File: src/rtl/muldiv_pkg.sv
// Shared definitions for the iterative multiply/divide sequencer.
package muldiv_pkg;

  localparam int XLEN_DEFAULT = 64;

  // Operand sign selects, encoded the same way the execute stage drives them.
  localparam logic MULDIV_SIGN   = 1'b1;
  localparam logic MULDIV_UNSIGN = 1'b0;

  typedef enum logic [1:0] {
    IDLE,
    CALC,
    FIX,
    DONE
  } muldiv_state_t;

endpackage

File: src/rtl/muldiv_step.sv
// One radix-2 iteration: shift-add multiply or restoring-divide step on {hi, lo}.
module muldiv_step
  import muldiv_pkg::*;
#(
  parameter int XLEN = XLEN_DEFAULT
) (
  input  logic              mul_en,
  input  logic [2*XLEN-1:0] acc,
  input  logic [XLEN-1:0]   operand,
  output logic [2*XLEN-1:0] acc_next
);

  logic [XLEN:0] sum;
  logic [XLEN:0] rem_shift;
  logic [XLEN:0] trial;

  always_comb begin
    sum       = {1'b0, acc[2*XLEN-1:XLEN]} + (acc[0] ? {1'b0, operand} : {(XLEN+1){1'b0}});
    // Remainder shifted left with the next dividend bit (lo MSB) brought in.
    rem_shift = acc[2*XLEN-1:XLEN-1];
    trial     = rem_shift - {1'b0, operand};
    acc_next  = '0;
    if (mul_en) begin
      acc_next = {sum, acc[XLEN-1:1]};
    end else if (!trial[XLEN]) begin
      acc_next = {trial[XLEN-1:0], acc[XLEN-2:0], 1'b1};
    end else begin
      acc_next = {rem_shift[XLEN-1:0], acc[XLEN-2:0], 1'b0};
    end
  end

endmodule

File: src/rtl/muldiv_seq.sv
// Multi-cycle MUL/DIV/REM sequencer: latches a request, iterates XLEN steps on
// magnitudes, fixes signs and returns low/quotient and high/remainder.
module muldiv_seq
  import muldiv_pkg::*;
#(
  parameter int XLEN = XLEN_DEFAULT
) (
  input  logic            clk,
  input  logic            rst,
  input  logic            req_valid_i,
  input  logic            mul_en_i,
  input  logic [XLEN-1:0] rs1_data_i,
  input  logic [XLEN-1:0] rs2_data_i,
  input  logic            rs1_sign_i,
  input  logic            rs2_sign_i,
  input  logic            flush_i,
  output logic            stall_o,
  output logic            resp_valid_o,
  output logic [XLEN-1:0] data_1_o,
  output logic [XLEN-1:0] data_2_o
);

  localparam int CW = $clog2(XLEN);

  muldiv_state_t     state_q, state_d;
  logic [CW-1:0]     cnt_q;
  logic [2*XLEN-1:0] acc_q, acc_step;
  logic [XLEN-1:0]   opnd_q;
  logic              mul_q, neg1_q, neg2_q;

  logic              neg1, neg2, div_zero, accept;
  logic [XLEN-1:0]   mag1, mag2;
  logic [2*XLEN-1:0] prod_fix;
  logic [XLEN-1:0]   quo_fix, rem_fix;

  always_comb begin
    neg1     = (rs1_sign_i == MULDIV_SIGN) & rs1_data_i[XLEN-1];
    neg2     = (rs2_sign_i == MULDIV_SIGN) & rs2_data_i[XLEN-1];
    mag1     = neg1 ? -rs1_data_i : rs1_data_i;
    mag2     = neg2 ? -rs2_data_i : rs2_data_i;
    div_zero = ~mul_en_i & (rs2_data_i == '0);
    accept   = req_valid_i & ~flush_i & (state_q == IDLE);
    prod_fix = (neg1_q ^ neg2_q) ? -acc_q : acc_q;
    quo_fix  = (neg1_q ^ neg2_q) ? -acc_q[XLEN-1:0] : acc_q[XLEN-1:0];
    rem_fix  = neg1_q ? -acc_q[2*XLEN-1:XLEN] : acc_q[2*XLEN-1:XLEN];
  end

  muldiv_step #(.XLEN(XLEN)) u_step (
    .mul_en   (mul_q),
    .acc      (acc_q),
    .operand  (opnd_q),
    .acc_next (acc_step)
  );

  always_comb begin
    state_d      = state_q;
    stall_o      = req_valid_i & ~flush_i & (state_q != DONE);
    resp_valid_o = (state_q == DONE) & ~flush_i;
    if (flush_i) begin
      state_d = IDLE;
    end else begin
      case (state_q)
        IDLE: if (req_valid_i) state_d = div_zero ? DONE : CALC;
        CALC: if (cnt_q == CW'(XLEN-1)) state_d = FIX;
        FIX:  state_d = DONE;
        DONE: state_d = IDLE;
        default: state_d = IDLE;
      endcase
    end
  end

  always_ff @(posedge clk or posedge rst) begin
    if (rst) begin
      state_q  <= IDLE;
      cnt_q    <= '0;
      acc_q    <= '0;
      opnd_q   <= '0;
      mul_q    <= 1'b0;
      neg1_q   <= 1'b0;
      neg2_q   <= 1'b0;
      data_1_o <= '0;
      data_2_o <= '0;
    end else begin
      state_q <= state_d;
      if (accept) begin
        mul_q  <= mul_en_i;
        neg1_q <= neg1;
        neg2_q <= neg2;
        cnt_q  <= '0;
        // Multiply keeps the multiplier in lo; divide keeps the dividend there.
        acc_q  <= {{XLEN{1'b0}}, (mul_en_i ? mag2 : mag1)};
        opnd_q <= mul_en_i ? mag1 : mag2;
        if (div_zero) begin
          data_1_o <= '1;
          data_2_o <= rs1_data_i;
        end
      end else if (state_q == CALC) begin
        acc_q <= acc_step;
        cnt_q <= cnt_q + 1'b1;
      end else if (state_q == FIX && !flush_i) begin
        // Results register on entry to DONE so they are visible with the pulse.
        data_1_o <= mul_q ? prod_fix[XLEN-1:0] : quo_fix;
        data_2_o <= mul_q ? prod_fix[2*XLEN-1:XLEN] : rem_fix;
      end
    end
  end

endmodule

File: config.mk
export PLATFORM = sky130hd
export DESIGN_NAME = muldiv_seq
export DESIGN_NICKNAME = d
export VERILOG_FILES = /design/src/rtl/muldiv_pkg.sv /design/src/rtl/muldiv_step.sv /design/src/rtl/muldiv_seq.sv
export SDC_FILE = /design/constraint.sdc
export NUM_CORES = 2
export LEC_CHECK = 0
export ABC_AREA = 1
export CORE_MARGIN = 8
export CORE_UTILIZATION = 45
export CTS_BUF_LIST = sky130_fd_sc_hd__clkbuf_8 sky130_fd_sc_hd__clkbuf_16
export DETAILED_ROUTE_END_ITERATION = 6
export DONT_BUFFER_PORTS = 1
export HOLD_SLACK_MARGIN = 0.02
export SLEW_MARGIN = 40
export SYNTH_ARGS = -nofsm -noshare
export SYNTH_HDL_FRONTEND = slang
export SYNTH_SLANG_ARGS = --single-unit
File: constraint.sdc
create_clock -name clk -period 14.2 [get_ports clk]
set_input_delay 1.42 -clock clk [delete_from_list [all_inputs] [get_ports clk]]
set_output_delay 1.42 -clock clk [all_outputs]
set_load 0.02 [all_outputs]
**Word-level counts from Yosys, hierarchy flattened**

Cells that the tools add are included.

- $add $sub $neg: 8
- Equality and inequality tests: 9
- Multiplexer cells: 29
- Bitwise logic cells: 10
- Reductions and logical operators: 8

Operator list:

| kind | count |
|---|---|
| $mux 64 | 17 |
| $mux 128 | 5 |
| $neg 64->64 | 4 |
| $neg 128->128 | 1 |
| $add 64x65->65 | 1 |
| $sub 65x64->65 | 1 |
| $logic_not 64->1 | 1 |
| $mux 6 | 2 |
| $mux 2 | 4 |
| $pmux 2 s4 | 1 |
| $and 1x1->1 | 7 |
| $add 6x1->6 const B | 1 |
| $eq 6x6->1 const B | 1 |
| $ne 2x2->1 const B | 3 |
| $ne 3x3->1 const B | 2 |
| $eq 2x2->1 const B | 2 |
| $reduce_bool 2->1 | 2 |
| $reduce_and 3->1 | 1 |
| $eq 2x1->1 const B | 1 |
| $logic_not 2->1 | 1 |
| $not 1->1 | 2 |
| $reduce_and 2->1 | 1 |
| $logic_and 1x1->1 | 1 |
| $logic_not 1->1 | 1 |
| $xor 1x1->1 | 1 |

- Bits in registers: 331
- Input bits: 135
- Word-level logic and storage cells: 73

**Logic depth before layout (Yosys ltp)**

- Word-level depth: 6
- Mapped depth: 24

**By module**

Synthesis repeated with hierarchy kept, for this count alone.

- Cells, all modules: 7,246
- Area, all modules: 39,110.0 µm²

Modules (own cells, without submodules):

| module | instances | cells each | area each (µm²) | sequential area each (µm²) |
|---|---|---|---|---|
| muldiv_seq | 1 | 4,143 | 24,898.9 | 8,282.9 |
| muldiv_step | 1 | 3,103 | 14,211.1 | 0.0 |

**Worst setup path after synthesis**

Ideal clock, no wire load.

- Path type: input to output
- Start: input port req_valid_i
- End: output port stall_o
- Arrival time: 1.926 ns
- Setup slack: 10.854 ns
- Cell stages on the path: 2
- Buffers on the path: 0
- Cells stage by stage: inv_1 > nor3_1

- Cells in the longest elaborated chain, start to end: 2

Ends and longest elaborated chain:

| item | RTL line | source |
|---|---|---|
| start: declaration | muldiv_seq.sv:10 | `input logic req_valid_i,` |
| $and 1x1->1 (2 in series) | muldiv_seq.sv:57 | `stall_o = req_valid_i & ~flush_i & (state_q != DONE);` |
| end: declaration | muldiv_seq.sv:17 | `output logic stall_o,` |

Every way passes these cells.

**Worst setup path after layout**

- Start: register state_q[0]
- End: register data_2_o[44]

- Cells in the longest elaborated chain, start to end: 4
- Elaborated cells on any way between the ends: 10
- Classes of those cells: eq/ne (4); mux (1); bitwise (1); reduce/logical (4)

Ends and longest elaborated chain:

| item | RTL line | source |
|---|---|---|
| start: declaration | muldiv_seq.sv:25 | `muldiv_state_t state_q, state_d;` |
| start signal: assignment | muldiv_seq.sv:84 | `state_q <= state_d;` |
| $logic_not 2->1 / $eq 2x2->1 (equally long branches) | muldiv_seq.sv:42, muldiv_seq.sv:100 |  |
| $and 1x1->1 / $logic_and 1x1->1 (equally long branches) | muldiv_seq.sv:42, muldiv_seq.sv:100 |  |
| $ne 2x2->1 (no line) / $reduce_bool 2->1 (equally long branches) | -- |  |
| $reduce_and 3->1 (no line) | -- |  |
| end signal: assignment | muldiv_seq.sv:95 | `data_2_o <= rs1_data_i;` |
| end signal: assignment | muldiv_seq.sv:103 | `data_2_o <= mul_q ? prod_fix[2*XLEN-1:XLEN] : rem_fix;` |
| end: declaration | muldiv_seq.sv:20 | `output logic [XLEN-1:0] data_2_o` |

Several ways; a longest one is shown, not always the timed one.
A chain may end at the register's enable or synchronous reset.

==> flow_metrics.py <==
metrics = {
    "logic_synthesis": {
        "yosysSeqAreaShare_pct": 21.70,
        "ys_ff_latch": 331,
        "synthSimpleGateAreaFrac_pct": 45.20,
        "synth_compound_area_share_pct": 11.73,
        "synth_cells": 6813,
        "synth_top_family_by_area": "simple AND/OR/NAND/NOR gates",
        "synth_ff_type": "dfrtp_1",
        "synthMuxAreaShare_pct": 0,
        "synth_adder_area_share_pct": 4.595,
        "syn_nets": 7087,
        "avgSynthCellArea_um2": 5.603,
        "synthArstFlopShare_pct": 100.0,
        "yosysWarnings": 0,
        "synth_area_um2": 38180,
        "synth_edf_count": 0,
        "synthXorXnorAreaFrac_pct": 3.671,
        "synth.distinct_cells": 60,
    },
    "worst_setup_path": {
        "critPathLaunchType": "register",
        "crit_path_end_kind": "register",
        "crit_type": "reg -> reg",
        "worst-endpoint-required_ns": 14.75,
        "cp_max_fo": 134,
        "critPathArrivalTime_ns": 5.37,
    },
    "placement": {
        "numPortBuffers": 0,
        "place.gp.congestion": 1.198,
        "dpl.hpwl_um": 186200,
        "place_area_um2": 39110,
        "placed_cells": 7794,
    },
    "floorplan": {
        "die_w_um": 307.3,
        "die_area_um2": 94410,
        "start_util_pct": 45.12,
        "coreArea_um2": 84610,
        "num_rows": 107,
        "die_h_um": 307.3,
        "io_pins": 265,
    },
    "detailed_routing": {
        "drc": 33,
        "first_pass_iters": 7,
        "drt_wl_total_um": 227600,
        "wl_per_cell_um": 28.85,
        "vias": 48160,
        "dr.first_iter.drc_count": 8122,
        "vias_per_cell": 6.105,
        "antenna_left": 0,
    },
    "global_route": {
        "grt_max_degree": 135,
        "antenna_found_initial": 19,
        "grtUsageTotal_pct": 46.28,
        "grt_pass1_vias": 43240,
        "grt_pass1_wl_um": 316500,
        "overflow": 0,
    },
    "sta": {
        "slew_headroom_pct": 30.25,
        "hold_viol_final": 0,
        "drv_slew": 0,
        "tns_ns": 0,
        "finalCritPeriodShare_pct": 33.93,
        "worstMarginPinSlew_ns": 1.043,
        "setup_viol": 0,
        "finClkSkew_ns": 0.05928,
        "post-route-min-period_ns": 4.819,
        "fmax_mhz": 207.5,
        "grt_setup_unrepaired": "false",
    },
    "clock_tree": {
        "ctsResizeCount": 0,
        "clk_pin_slew_worst_paths_ns": 0.06,
        "cts_buffer_depth": 3,
        "cts_setup_buffers": 0,
        "hold_buffers": 0,
        "clock_latency_ns": 0.68,
        "clockRootBuffer": "clkbuf_16",
        "cts_made_buffers": 44,
        "cts_tree": "done",
        "cts.sinks": 331,
        "htreeDepth": 2,
    },
    "power": {
        "powerDensity_nw_per_um2": 262.9,
        "peakVddDrop_v": 0.0001836,
        "p_leak_nw": 21.15,
        "total_power_mw": 10.73,
    },
    "layout": {
        "stdcell_count": 7888,
        "drive_gt1_share_pct": 4.041,
        "area_growth_pct": 6.899,
        "design_area_um2": 40810,
        "fin_nets": 6970,
    },
    "status": {
        "failed_checks": "DRC",
        "status": "complete, but fails checks",
    },
    "job": {
        "drv_cap": 0,
    },
    "worst_hold_path": {
        "min_path_type": "reg -> reg",
    },
}
==> power by group <==
| part | switching (mW) | internal (mW) | total, mW |
|---|---|---|---|
| Combinational | 5.09 | 1.99 | 7.08 |
| Clock | 0.515 | 0.722 | 1.24 |
| Sequential | 1.05 | 1.36 | 2.41 |
| Total | 6.66 | 4.07 | 10.7 |
==> metal layers <==
metal	GRT usage [%]	vias to the layer above	routed length (um)
li1	-	21390	-
met3	19.22	753	36850
met4	29.74	16	17790
met5	1.446	-	247
met2	62.82	3790	87260
met1	59.55	22220	85430
==> area by class of cell <==
class / count / area (um^2)
fillers: 9464 / 43800
inverters: 1071 / 4040
diodes: 13 / 32.53
repair buffers: 45 / 417.9
clock inverters: 26 / 317.8
well taps: 1144 / 1431
clock buffers: 55 / 1252
multi-input cells: 5203 / 25030
flip-flops and latches: 331 / 8290
==> cells in the mapped netlist, types with 4 or more instances <==
cell | n | area [um^2]
nand2_1 | 2408 | 9039
inv_1 | 1055 | 3960
nor2_1 | 715 | 2684
nand3_1 | 591 | 2958
dfrtp_1 | 331 | 8283
o21ai_0 | 273 | 1366
a21oi_1 | 271 | 1356
nand4_1 | 148 | 925.9
ha_1 | 137 | 1714
clkbuf_1 | 119 | 446.7
xor2_1 | 104 | 910.9
nor3_1 | 89 | 445.4
o211ai_1 | 66 | 495.5
xnor2_1 | 56 | 490.5
a31oi_1 | 44 | 275.3
buf_2 | 44 | 220.2
nand2_2 | 31 | 193.9
nand3b_1 | 27 | 202.7
or2_2 | 27 | 168.9
buf_1 | 24 | 90.09
nor2_2 | 24 | 150.1
o21ai_1 | 22 | 110.1
a22oi_1 | 20 | 150.1
o221ai_1 | 18 | 157.7
o22ai_1 | 18 | 112.6
nor4_1 | 15 | 93.84
inv_2 | 14 | 52.55
o21a_1 | 14 | 105.1
buf_6 | 11 | 123.9
o21bai_1 | 11 | 82.58
o2111ai_1 | 8 | 70.07
o31ai_1 | 8 | 60.06
buf_4 | 7 | 52.55
nor3_2 | 7 | 70.07
and2_1 | 6 | 37.54
nor2_4 | 6 | 67.56
and3_1 | 5 | 31.28
nand3_2 | 5 | 50.05
nor3b_1 | 4 | 30.03
==> flip-flops by register name (all words and copies together) (netlist names) <==
signal / cells
state_q: 2
data_2_o: 64
mul_q: 1
opnd_q: 64
cnt_q: 6
data_1_o: 64
neg2_q: 1
acc_q: 128
neg1_q: 1
==> through the flow <==
step / worst slack, ns / hold slack [ns] / util (%)
4_1_cts: 9.432 / 0.5107 / 48.08
2_1_floorplan: 3.612 / 0.4681 / -
5_1_grt: 9.068 / 0.5329 / 48.20
3_5_place_dp: 8.831 / 0.4993 / 46.23
6_report: 9.381 / 0.5168 / 48.23
3_3_place_gp: 8.981 / 0.4906 / 46.10
==> layout by cell type (no fill, tap or decap), types with 14 or more instances in the layout <==
| cell | count |
|---|---|
| dfrtp_1 | 329 |
| o21ai_0 | 268 |
| or2_2 | 27 |
| ha_1 | 137 |
| o21a_1 | 14 |
| o21ai_1 | 26 |
| nand2_2 | 31 |
| o211ai_1 | 66 |
| a31oi_1 | 44 |
| nand3_1 | 591 |
| inv_1 | 1053 |
| o22ai_1 | 18 |
| nand4_1 | 148 |
| a22oi_1 | 20 |
| o221ai_1 | 18 |
| xnor2_1 | 54 |
| buf_4 | 37 |
| xor2_1 | 95 |
| clkbuf_16 | 44 |
| nor3_1 | 88 |
| inv_2 | 14 |
| a21oi_1 | 271 |
| nor2_1 | 713 |
| nor2_2 | 23 |
| nand2_1 | 2407 |
| nand3b_1 | 27 |
==> cells by family after synthesis <==
| group | count (synthesis) |
|---|---|
| AO/OA/AOI/OAI | 789 |
| adder cells (fa/ha/maj) | 139 |
| flip-flops | 331 |
| buffers and inverters | 1279 |
| AND/OR/NAND/NOR | 4115 |
| XOR/XNOR | 160 |
==> path summary, 6_finish.rpt <==
kind	start	end	slack, ns	depth (start not counted)
setup / recovery	state_q[0]	data_2_o[44]	9.38	15
hold / removal	acc_q[45]	acc_q[45]	0.52	2
setup reg to reg	state_q[0]	data_2_o[44]	9.38	15
hold reg to reg	acc_q[45]	acc_q[45]	0.52	2
max in group asynchronous	rst	cnt_q[5]	11.73	3
min in group asynchronous	rst	data_2_o[18]	0.71	1
==> worst max-delay path, cell delays in order (launching register included) <==
cell	delay [ns]
dfrtp_1	0.41
inv_1	0.12
ha_1	0.22
inv_1	0.09
nor3_4	0.19
buf_12	0.43
inv_6	0.37
nand2_2	0.20
inv_4	0.16
nand3_1	0.26
nand2_4	0.32
inv_4	0.69
buf_4	0.78
nor2_1	0.12
o21ai_1	0.11
nand2_1	0.06
(Power assumes the default switching activity.)
